<file path="config.mk">
export PLATFORM = sky130hd
export DESIGN_NAME = retire_trace_unit
export DESIGN_NICKNAME = d
export VERILOG_FILES = /design/src/rtl/retire_trace_pkg.sv /design/src/rtl/retire_trace_unit_fifo.sv /design/src/rtl/retire_trace_unit.sv
export SDC_FILE = /design/constraint.sdc
export NUM_CORES = 1
export LEC_CHECK = 0
export ABC_AREA = 1
export CAP_MARGIN = 40
export CORE_AREA = 2 2 234 236
export CTS_BUF_LIST = sky130_fd_sc_hd__clkbuf_2
export CTS_CLUSTER_SIZE = 10
export DETAILED_ROUTE_END_ITERATION = 6
export DIE_AREA = 0 0 236 238
export PLACE_DENSITY = 0.78
export RECOVER_POWER = 100
export SYNTH_ARGS = -nofsm -noshare
export SYNTH_HDL_FRONTEND = slang
export SYNTH_SLANG_ARGS = --single-unit
</file>
<file path="constraint.sdc">
create_clock -name clk -period 6.5 [get_ports clk]
set_input_delay 1.3 -clock clk [delete_from_list [all_inputs] [get_ports clk]]
set_output_delay 1.3 -clock clk [all_outputs]
set_load 0.01 [all_outputs]
</file>
<file path="src/rtl/retire_trace_pkg.sv">
`default_nettype none
// ============================================================================
//  Module      : retire_trace_pkg
//  Description : Shared types for the retirement trace unit: record kinds,
//                the trace record layout, state encodings and the commit
//                classifier. Optional macro RETIRE_TRACE_CYCLE_EN adds a
//                32-bit cycle stamp to every record.
//  Revision    : 1.0 - initial release
// ============================================================================
package retire_trace_pkg;

    typedef enum logic [2:0] {
        REG   = 3'd0,
        LOAD  = 3'd1,
        STORE = 3'd2,
        NOP   = 3'd3,
        HALT  = 3'd4
    } trace_kind_t;

    // Record body; the instruction number travels beside it because its
    // width is a parameter of the top module.
    typedef struct packed {
`ifdef RETIRE_TRACE_CYCLE_EN
        logic [31:0] cycle;
`endif
        trace_kind_t kind;
        logic [15:0] pc;
        logic [3:0]  dst;
        logic [15:0] value;
        logic [15:0] addr;
    } trace_rec_t;

    localparam int          c_STATE_W   = 2;
    localparam logic [1:0]  c_ST_RUN    = 2'd0;
    localparam logic [1:0]  c_ST_HALTED = 2'd1;
    localparam logic [1:0]  c_ST_DONE   = 2'd2;

    // Build a record from the commit signals; fields unused by the chosen
    // kind stay zero. The cycle stamp is filled in by the caller.
    function automatic trace_rec_t classify(
        input logic [15:0] pc,
        input logic        regWrite,
        input logic [3:0]  writeReg,
        input logic [15:0] writeData,
        input logic        memRead,
        input logic        memWrite,
        input logic [15:0] memAddr,
        input logic [15:0] memData,
        input logic        hlt
    );
        trace_rec_t rec;
        rec    = '0;
        rec.pc = pc;
        if (regWrite && memRead) begin
            rec.kind  = LOAD;
            rec.dst   = writeReg;
            rec.value = writeData;
            rec.addr  = memAddr;
        end else if (regWrite) begin
            rec.kind  = REG;
            rec.dst   = writeReg;
            rec.value = writeData;
        end else if (hlt) begin
            rec.kind  = HALT;
        end else if (memWrite) begin
            rec.kind  = STORE;
            rec.value = memData;
            rec.addr  = memAddr;
        end else begin
            rec.kind  = NOP;
        end
        return rec;
    endfunction

endpackage
`default_nettype wire

</file>
<file path="src/rtl/retire_trace_unit_fifo.sv">
`default_nettype none
// ============================================================================
//  Module      : trace_fifo
//  Description : Synchronous FIFO with registered full flag. A push while
//                full is accepted only when a pop happens in the same cycle.
//                The read word is zero whenever the FIFO is empty.
//  Revision    : 1.0 - initial release
// ============================================================================
module trace_fifo #(
    parameter int WIDTH = 8,
    parameter int DEPTH = 8
) (
    input  logic             clk,
    input  logic             rst,
    input  logic             i_push,
    input  logic [WIDTH-1:0] i_wdata,
    input  logic             i_pop,
    output logic [WIDTH-1:0] o_rdata,
    output logic             o_valid,
    output logic             o_full
);

    localparam int              c_AW       = $clog2(DEPTH);
    localparam logic [c_AW-1:0] c_PTR_ONE  = 1;
    localparam logic [c_AW:0]   c_CNT_ONE  = 1;
    localparam logic [c_AW:0]   c_CNT_FULL = DEPTH;

    logic [WIDTH-1:0] r_mem [DEPTH];
    logic [c_AW-1:0]  r_wrPtr;
    logic [c_AW-1:0]  r_rdPtr;
    logic [c_AW:0]    r_count;
    logic             r_full;
    logic             w_doPush;
    logic             w_doPop;
    logic [c_AW:0]    w_countNext;

    assign o_valid  = (r_count != '0);
    assign o_full   = r_full;
    assign w_doPop  = i_pop & o_valid;
    assign w_doPush = i_push & (~r_full | w_doPop);
    assign o_rdata  = o_valid ? r_mem[r_rdPtr] : '0;

    // Next occupancy; simultaneous push and pop leave it unchanged.
    always_comb begin
        w_countNext = r_count;
        case ({w_doPush, w_doPop})
            2'b10:   w_countNext = r_count + c_CNT_ONE;
            2'b01:   w_countNext = r_count - c_CNT_ONE;
            default: w_countNext = r_count;
        endcase
    end

    // Storage array; contents need no reset because empty reads return zero.
    always_ff @(posedge clk) begin
        if (w_doPush) begin
            r_mem[r_wrPtr] <= i_wdata;
        end
    end

    // Pointers, occupancy and the registered full flag.
    always_ff @(posedge clk) begin
        if (rst) begin
            r_wrPtr <= '0;
            r_rdPtr <= '0;
            r_count <= '0;
            r_full  <= 1'b0;
        end else begin
            if (w_doPush) r_wrPtr <= r_wrPtr + c_PTR_ONE;
            if (w_doPop)  r_rdPtr <= r_rdPtr + c_PTR_ONE;
            r_count <= w_countNext;
            r_full  <= (w_countNext == c_CNT_FULL);
        end
    end

endmodule
`default_nettype wire

</file>
<file path="src/rtl/retire_trace_unit.sv">
`default_nettype none
// ============================================================================
//  Module      : retire_trace_unit
//  Description : Turns per-cycle retirement signals into numbered, typed
//                trace records, buffers them in trace_fifo and drains them
//                over a valid/ready stream. Optional macro
//                RETIRE_TRACE_CYCLE_EN adds the out_cycle stamp port.
//  Revision    : 1.0 - initial release
// ============================================================================
module retire_trace_unit
    import retire_trace_pkg::*;
#(
    parameter int DEPTH  = 8,
    parameter int INUM_W = 32
) (
    input  logic              clk,
    input  logic              rst,
    input  logic              commit_valid,
    input  logic [15:0]       commit_pc,
    input  logic              reg_write,
    input  logic [3:0]        write_reg,
    input  logic [15:0]       write_data,
    input  logic              mem_read,
    input  logic              mem_write,
    input  logic [15:0]       mem_addr,
    input  logic [15:0]       mem_data,
    input  logic              hlt,
    output logic              out_valid,
    input  logic              out_ready,
    output logic [2:0]        out_kind,
    output logic [INUM_W-1:0] out_inum,
    output logic [15:0]       out_pc,
    output logic [3:0]        out_reg,
    output logic [15:0]       out_value,
    output logic [15:0]       out_addr,
`ifdef RETIRE_TRACE_CYCLE_EN
    output logic [31:0]       out_cycle,
`endif
    output logic              full,
    output logic              overflow,
    output logic              done
);

    localparam int                c_WORD_W   = INUM_W + $bits(trace_rec_t);
    localparam logic [INUM_W-1:0] c_INUM_ONE = 1;

    logic [c_STATE_W-1:0] r_state;
    logic [INUM_W-1:0]    r_inum;
    logic                 r_overflow;
    trace_rec_t           w_rec;
    trace_rec_t           w_headRec;
    logic [INUM_W-1:0]    w_headInum;
    logic [c_WORD_W-1:0]  w_headWord;
    logic                 w_accept;
    logic                 w_pop;
    logic                 w_push;
    logic                 w_drop;

`ifdef RETIRE_TRACE_CYCLE_EN
    logic [31:0] r_cycle;

    // Free-running cycle count stamped into each record at commit.
    always_ff @(posedge clk) begin
        if (rst) r_cycle <= '0;
        else     r_cycle <= r_cycle + 32'd1;
    end

    // Classify the commit and attach the cycle stamp.
    always_comb begin
        w_rec = classify(commit_pc, reg_write, write_reg, write_data,
                         mem_read, mem_write, mem_addr, mem_data, hlt);
        w_rec.cycle = r_cycle;
    end

    assign out_cycle = w_headRec.cycle;
`else
    // Classify the commit.
    always_comb begin
        w_rec = classify(commit_pc, reg_write, write_reg, write_data,
                         mem_read, mem_write, mem_addr, mem_data, hlt);
    end
`endif

    // Commits count only while running; a commit that finds the FIFO full
    // with no pop is dropped but still consumes an instruction number.
    assign w_accept = commit_valid & (r_state == c_ST_RUN);
    assign w_pop    = out_valid & out_ready;
    assign w_push   = w_accept & (~full | w_pop);
    assign w_drop   = w_accept & full & ~w_pop;

    trace_fifo #(
        .WIDTH (c_WORD_W),
        .DEPTH (DEPTH)
    ) u_fifo (
        .clk     (clk),
        .rst     (rst),
        .i_push  (w_push),
        .i_wdata ({r_inum, w_rec}),
        .i_pop   (w_pop),
        .o_rdata (w_headWord),
        .o_valid (out_valid),
        .o_full  (full)
    );

    assign {w_headInum, w_headRec} = w_headWord;
    assign out_kind  = w_headRec.kind;
    assign out_inum  = w_headInum;
    assign out_pc    = w_headRec.pc;
    assign out_reg   = w_headRec.dst;
    assign out_value = w_headRec.value;
    assign out_addr  = w_headRec.addr;
    assign overflow  = r_overflow;
    assign done      = (r_state == c_ST_DONE);

    // Instruction numbering, halt sequencing and the sticky overflow flag.
    always_ff @(posedge clk) begin
        if (rst) begin
            r_state    <= c_ST_RUN;
            r_inum     <= '0;
            r_overflow <= 1'b0;
        end else begin
            if (w_accept) r_inum <= r_inum + c_INUM_ONE;
            if (w_drop)   r_overflow <= 1'b1;
            case (r_state)
                c_ST_RUN: begin
                    if (w_push && (w_rec.kind == HALT)) r_state <= c_ST_HALTED;
                end
                c_ST_HALTED: begin
                    if (w_pop && (w_headRec.kind == HALT)) r_state <= c_ST_DONE;
                end
                default: r_state <= c_ST_DONE;
            endcase
        end
    end

endmodule
`default_nettype wire
</file>
==> key figures, run 1 <==
STA
  • Period Utilization, post-route: 90.9%
  • Peak Freq: 0.169 GHz
  • Hold Vio Cnt, Final: 0
  • Final setup vio count: 0
  • Slew headroom: -130%
  • Clock Skew: 67.8 ps
  • Smallest hold slack: 475 ps
  • Final count of pins violating max slew: 674
  • RSZ-0062 raised after global routing: false
  • Min cycle time layout: 5910 ps
  • Worst-Margin Slew: 3440 ps
  • Setup TNS: 0 ps

Clock network
  • CTS tree: yes
  • CTS Buf Count: 173
  • CTS sink cnt: 745
  • Htree depth: 4
  • Root Buffer: clkbuf_2
  • CTS max path bufs: 3
  • Postcts setup bufs: 0
  • Hold bufs inserted after CTS: 0
  • Worst-skew pair later-pin latency: 1360 ps
  • Post-CTS resize count: 0
  • Clock-pin slew of the registers on the worst-case setup and hold paths: 90 ps

Logic synthesis
  • Synth area leader: edfxtp_1
  • Syn Std Cell Area: 0.0299 mm^2
  • Mean cell area of the mapped netlist: 12.2 um^2
  • Yosys top cell area share: 70.0%
  • Yosys reg bits: 745
  • Post-synthesis sequential area ratio: 73.3%
  • Syn Inst Count: 2457
  • Synth cell types: 38
  • Syn Nets: 2539
  • Warnings, synthesis: 0
  • Dominant cells by area after synthesis: edfxtp_1 70%, nor2_1 7.4%, o21ai_0 5.1%

Critical path
  • Worst path required time: 5200 ps
  • Crit path kind: reg -> out
  • Crit path max-delay family: buffers and inverters
  • CP max-delay cell: dlygate4sd3_1
  • Critical path's most frequent cell: o21ai_0
  • Worst-path fanout max: 121
  • Critical path's largest stage delay: 640 ps
  • Worst path buffer plus inverter count: 4
  • Endpoint class of the critical path: output port
  • Startpoint types: register
  • CP arrival: 4610 ps
  • Worst-path cell chain: inv_4 -> buf_16 -> buf_4 -> o21ai_0 -> o22ai_1 -> o21ai_0 -> a31oi_1 -> dlygate4sd3_1

Detailed routing
  • Drt total wl: 70300 um
  • First-pass DRT Iterations: 7
  • Via density: 5.88
  • Vias post-DR: 20700
  • DRC errors left: 6
  • Routed Antenna Nets: 0
  • 1st-iter DRT viols: 2310
  • Routed wire per std cell: 20.0 um

Floorplanning
  • Die Width: 236 um
  • Rows: 85
  • Die H: 238 um
  • Initial Utilization: 55.8%
  • Core area: 0.0535 mm^2
  • Full die area: 0.0562 mm^2
  • I/O pin count: 167

GRT
  • First-pass GRT wire length: 108000 um
  • Vias in the first global route: 20100
  • Initial antenna violation count: 3
  • GRT overflow: 0
  • Total Routing Usage GR: 24.9%
  • Maximum number of pins on one net before global-route repair: 149

Place
  • Post-DP Area: 0.0322 mm^2
  • Half-perimeter wire length after placement: 38300 um
  • GP Congestion: 0.883
  • Port buffer count: 166

Layout
  • Layout overhead on the synthesized area: 12.6%
  • Layout cells sized above 1: 10.6%
  • Finished layout cell area: 0.0336 mm^2
  • Final #Nets: 2770

Power and ir drop
  • Switching Power: 4.55 mW
  • Combinational share of power: 32.8%
  • Sw Ratio: 35.4%
  • Tot Pwr: 12.9 mW
  • Pint: 8.32 mW
  • Sequential share of power: 43.7%
  • Max VDD drop: 238 uV
  • Leakage: 11.8 nW
  • Pwr/cell area: 382 mW/mm^2
  • Share of total power in the clock network: 23.6%

Status
  • Status: finished, violations left
  • Failing checks: DRC, capacitance limit, slew limit

Worst hold path
  • HP Class: reg -> reg

Run
  • Max-capacitance violation count: 23
cell type report:
type / count / area, um^2
fill: 3984 / 19900
clock inverter: 56 / 390
sequential: 745 / 21900
tap: 696 / 871
multi-input combinational: 1477 / 6920
clock buffer: 251 / 1260
inverter: 82 / 318
antenna: 4 / 10.0
timing repair buffer: 209 / 1990
path summary, 6_finish.rpt:
kind / from / endpoint / slack (ps) / depth (start not counted)
worst min-delay path: u_fifo.r_rdPtr[2] / u_fifo.r_rdPtr[2] / 470 / 2
worst min register to register: u_fifo.r_rdPtr[2] / u_fifo.r_rdPtr[2] / 470 / 2
worst max-delay path: register / out_addr[1] / 590 / 8
worst max register to register: u_fifo.r_count[1] / u_fifo.r_mem[4][35] / 670 / 11
routing by layer:
layer  GRT usage [%]  up-vias  routed length, um
met1            32.2    10100              27900
met3            5.51      125               6110
li1                -     9465                  -
met4            9.07        0               1420
met5               0        -                  0
met2            41.8     1035              34900
logic make-up (layout without fill, tap and decap cells):
logic type      Yosys count  after routing  share of synthesized area [%]
xor+xnor                 12             12                          0.352
flops                   745            745                           73.3
fa+ha+maj                 6              6                          0.251
buf+inv                 235            598                           3.58
simple gates            806            806                           10.6
compound gates          653            653                           12.0
other cells               0              4                              0
sequential cells by signal (all words and copies together), names as in the netlist, named ones only:
register	cells
u_fifo.r_count	4
overflow	1
u_fifo.r_rdPtr	3
u_fifo.r_mem	696
r_state	2
u_fifo.o_full	1
u_fifo.r_wrPtr	3
r_inum	32
layout by cell type, fill, tap and decap left out, types with 3 or more instances in the layout:
cell type and n:
o22ai_1 84, nor2_1 590, a21oi_1 27, ha_1 6, clkbuf_2 252, buf_12 3, nand2_1 145, bufinv_16 6
clkinv_1 36, nor3_1 11, clkinv_2 9, inv_2 3, diode_2 4, a32o_1 16, xor2_1 11, buf_16 3
nand3_1 34, dlygate4sd3_1 96, clkbuf_1 25, nand4_1 13, nand3b_1 5, a31oi_1 86, dfxtp_1 47, clkdlybuf4s50_1 70
o21ai_0 305, inv_1 78, buf_4 11, o21ai_1 132, edfxtp_1 696, clkinvlp_4 3
worst reg2reg max path: stages, from the launching register on:
cell and delay (ps):
dfxtp_1 390, inv_1 90, nand3_1 650, buf_16 360, nand2_1 220, nand2_1 90
nand2_1 150, inv_1 160, nand2_1 200, nor2_4 150, clkbuf_1 1340, clkbuf_1 1590
cells in the mapped netlist:
cell type,n
xor2_1,11
a21oi_2,1
buf_1,13
or2_2,1
edfxtp_1,696
clkbuf_1,78
dfxtp_1,49
nand2_1,144
inv_2,1
o21ai_0,305
buf_6,15
o22ai_1,84
o31ai_1,1
nand2_2,1
a31oi_1,86
nor2_2,4
nor2_1,589
clkinv_1,2
buf_8,1
buf_4,2
a221oi_1,1
nor3_2,1
xnor2_1,1
buf_2,44
a21oi_1,26
a32o_1,16
ha_1,6
nand4_1,13
nand3_2,1
nand3b_1,5
and3_1,1
a211oi_1,1
nor3b_1,1
o21ai_1,132
and2_1,1
inv_1,79
nand3_1,33
nor3_1,11
power by group through the flow:
stage,Clock [mW],Combinational (mW),Sequential (mW)
floorplan,0,2.58,5.65
global placement,0,4.23,5.71
detailed placement,0,4.38,5.72
CTS,3.10,4.40,5.61
global route,3.36,4.60,5.64
finish,3.03,4.21,5.62
metrics by stage:
| stage | utilization (%) | instances | worst slack [ps] |
|---|---|---|---|
| 2_1_floorplan | - | 2457 | 328 |
| 3_3_place_gp | 59.9 | 3204 | 2030 |
| 3_5_place_dp | 60.1 | 3209 | 2020 |
| 4_1_cts | 63.2 | 3516 | 607 |
| 5_1_grt | 62.9 | 3520 | 229 |
| 6_report | 62.9 | 3520 | 593 |
No activity file was read; power rests on OpenSTA's default activity.
==> run 2, diff against run 1 <==
Settings changed: CORE_AREA 2 2 234 236 to 2 2 227 229, DIE_AREA 0 0 236 238 to 0 0 229 231, GPL_ROUTABILITY_DRIVEN from default to 1, HOLD_SLACK_MARGIN from default to 0.15, PLACE_DENSITY 0.78 to 0.79.
Clock period 6.5 ns to 6.53 ns, I/O delays scaled along.
==> key figures, run 2 (synthesized netlist as in run 1, its figures left out) <==
Clock network
  • CTS sink cnt: 745
  • CTS Buf Count: 171
  • Post-CTS resize count: 0
  • Clock-pin slew of the registers on the worst-case setup and hold paths: 120 ps
  • Hold bufs inserted after CTS: 0
  • CTS max path bufs: 3
  • Worst-skew pair later-pin latency: 1200 ps
  • Htree depth: 4
  • CTS tree: yes
  • Postcts setup bufs: 0
  • Root Buffer: clkbuf_2

Layout
  • Biggest regs: u_fifo.r_mem x696, r_inum x32, u_fifo.r_count x4
  • Fillcell total: 3647
  • Most frequent cells in the layout: 696 x edfxtp_1, 589 x nor2_1, 305 x o21ai_0
  • Seq. cell area: 0.0219 mm^2
  • Final #Nets: 2769
  • Layout cells sized above 1: 11.3%
  • Largest register FFs: 696
  • Commonest non-fill, non-tap cell in the layout: edfxtp_1
  • Layout overhead on the synthesized area: 13.4%
  • Post-Route Utilization: 66.8%
  • Largest register by flop count: u_fifo.r_mem
  • Area of the multi-input gates: 0.00693 mm^2

GRT
  • Total Routing Usage GR: 26.9%
  • First-pass GRT wire length: 111000 um
  • Initial antenna violation count: 4
  • GRT overflow: 0
  • Maximum number of pins on one net before global-route repair: 156
  • Vias in the first global route: 20900

Detailed routing
  • DRC errors left: 0
  • First-pass DRT Iterations: 7
  • Vias post-DR: 20900
  • Routed Antenna Nets: 0
  • Drt total wl: 71600 um
  • Via density: 5.95
  • Routed wire per std cell: 20.4 um
  • 1st-iter DRT viols: 2498

STA
  • Worst-Margin Slew: 2910 ps
  • RSZ-0062 raised after global routing: false
  • Final setup vio count: 0
  • Min cycle time layout: 5930 ps
  • Hold Vio Cnt, Final: 0
  • Setup ws final: 598 ps
  • Slew headroom: -94.3%
  • Final count of pins violating max slew: 308
  • Setup TNS: 0 ps
  • Period Utilization, post-route: 90.8%
  • Peak Freq: 0.169 GHz
  • Clock Skew: 83.9 ps

Critical path
  • CP max-delay cell: nand3_1
  • Worst-path fanout max: 25
  • Worst-path cell chain: inv_1 -> nand3_1 -> clkbuf_2 -> o21ai_0 -> a31oi_1 -> dlygate4sd3_1
  • Startpoint types: register
  • Worst path buffer plus inverter count: 3
  • Critical path's largest stage delay: 1020 ps
  • Endpoint class of the critical path: output port
  • Crit path max-delay family: buffers and inverters
  • Crit path kind: reg -> out
  • Worst path required time: 5220 ps
  • Worst reg2reg startpoint: u_fifo.r_count[1]
  • CP arrival: 4630 ps
  • Reg2reg path depth: 10
  • Worst reg-to-reg setup slack: 710 ps
  • Worst R2R End: u_fifo.r_mem[2][34]

Floorplanning
  • Initial Utilization: 58.9%
  • I/O pin count: 167
  • Rows: 83
  • Die H: 231 um
  • Die Width: 229 um
  • Full die area: 0.0529 mm^2
  • Core area: 0.0507 mm^2

Place
  • Setup slack after placement: 2030 ps
  • Port buffer count: 166
  • Half-perimeter wire length after placement: 39400 um
  • GP Congestion: 0.867

Status
  • Failing checks: capacitance limit, slew limit
  • Status: finished, violations left

Power and ir drop
  • Tot Pwr: 13.1 mW
  • Leakage: 12.0 nW
  • Max VDD drop: 282 uV
  • Pwr/cell area: 385 mW/mm^2

Run
  • Max-capacitance violation count: 10

Worst hold path
  • Worst Hold Launch: u_fifo.r_rdPtr[2]
  • Hold Crit Depth: 2
  • HP Class: reg -> reg
run 2: changes by cell type in the layout (fill, tap and decap cells not counted), sizes merged:
| cell | change |
|---|---|
| clkdlybuf4s50 | -2 |
| clkbuf | +6 |
| inv | +2 |
| clkinv | -6 |
| dlygate4sd3 | +2 |
| diode | -1 |
| bufinv | +3 |
| buf | +5 |
| clkinvlp | -3 |
run 2: worst max path at each step:
| stage | from | to | slack, ps | cells past startpoint |
|---|---|---|---|---|
| 6_report | u_fifo.r_count[1] | out_reg[1] | 600 | 6 |
| 5_1_grt | register | out_reg[1] | 300 | 8 |
| 4_1_cts | register | out_reg[1] | 770 | 8 |
| 3_5_place_dp | commit_valid | u_fifo.r_mem[2][18] | 2030 | 9 |
| 3_3_place_gp | register | out_inum[11] | 2000 | 6 |
| 2_1_floorplan | commit_valid | u_fifo.r_mem[0][0] | 350 | 7 |
run 2: layout make-up:
cell class                      count  area share, %
Multi-Input combinational cell   1477           20.5
Antenna cell                        3         0.0222
Sequential cell                   745           64.6
Timing Repair Buffer              210           6.27
Clock inverter                     52           1.28
Tap cell                          680           2.51
Clock buffer                      261           3.86
Inverter                           82          0.953
run 2: worst register-to-register path, stage by stage, from the launching register on:
cell and delay, ps:
dfxtp_1 390, inv_1 90, nand3_1 1020, nand2_1 500
nand2_1 190, nand2_1 200, inv_1 200, nand2_1 210
nor2_1 1170, clkbuf_1 830, clkbuf_2 610
run 2: report_power, final:
| group | total, mW | internal [mW] | switching (mW) | leakage, nW |
|---|---|---|---|---|
| sequential | 5.57 | 5.44 | 0.122 | 6.93 |
| combinational | 4.32 | 1.61 | 2.71 | 3.76 |
| clock | 3.17 | 1.41 | 1.76 | 1.30 |
run 2: through the flow:
stage,cells,area (um^2),hold slack [ps]
floorplan,2457,29900,433
global placement,3179,32000,447
detailed placement,3194,32300,460
CTS,3507,34100,465
global route,3509,33900,466
finish,3510,33900,451
run 2: layer usage:
| metal | vias up | part of all wire (%) | GRT usage (%) |
|---|---|---|---|
| met5 | - | 0 | 0 |
| met4 | 0 | 2.7 | 11.7 |
| li1 | 9465 | - | - |
| met1 | 10100 | 39 | 35.5 |
| met3 | 164 | 9.4 | 4.89 |
| met2 | 1206 | 49 | 44.3 |
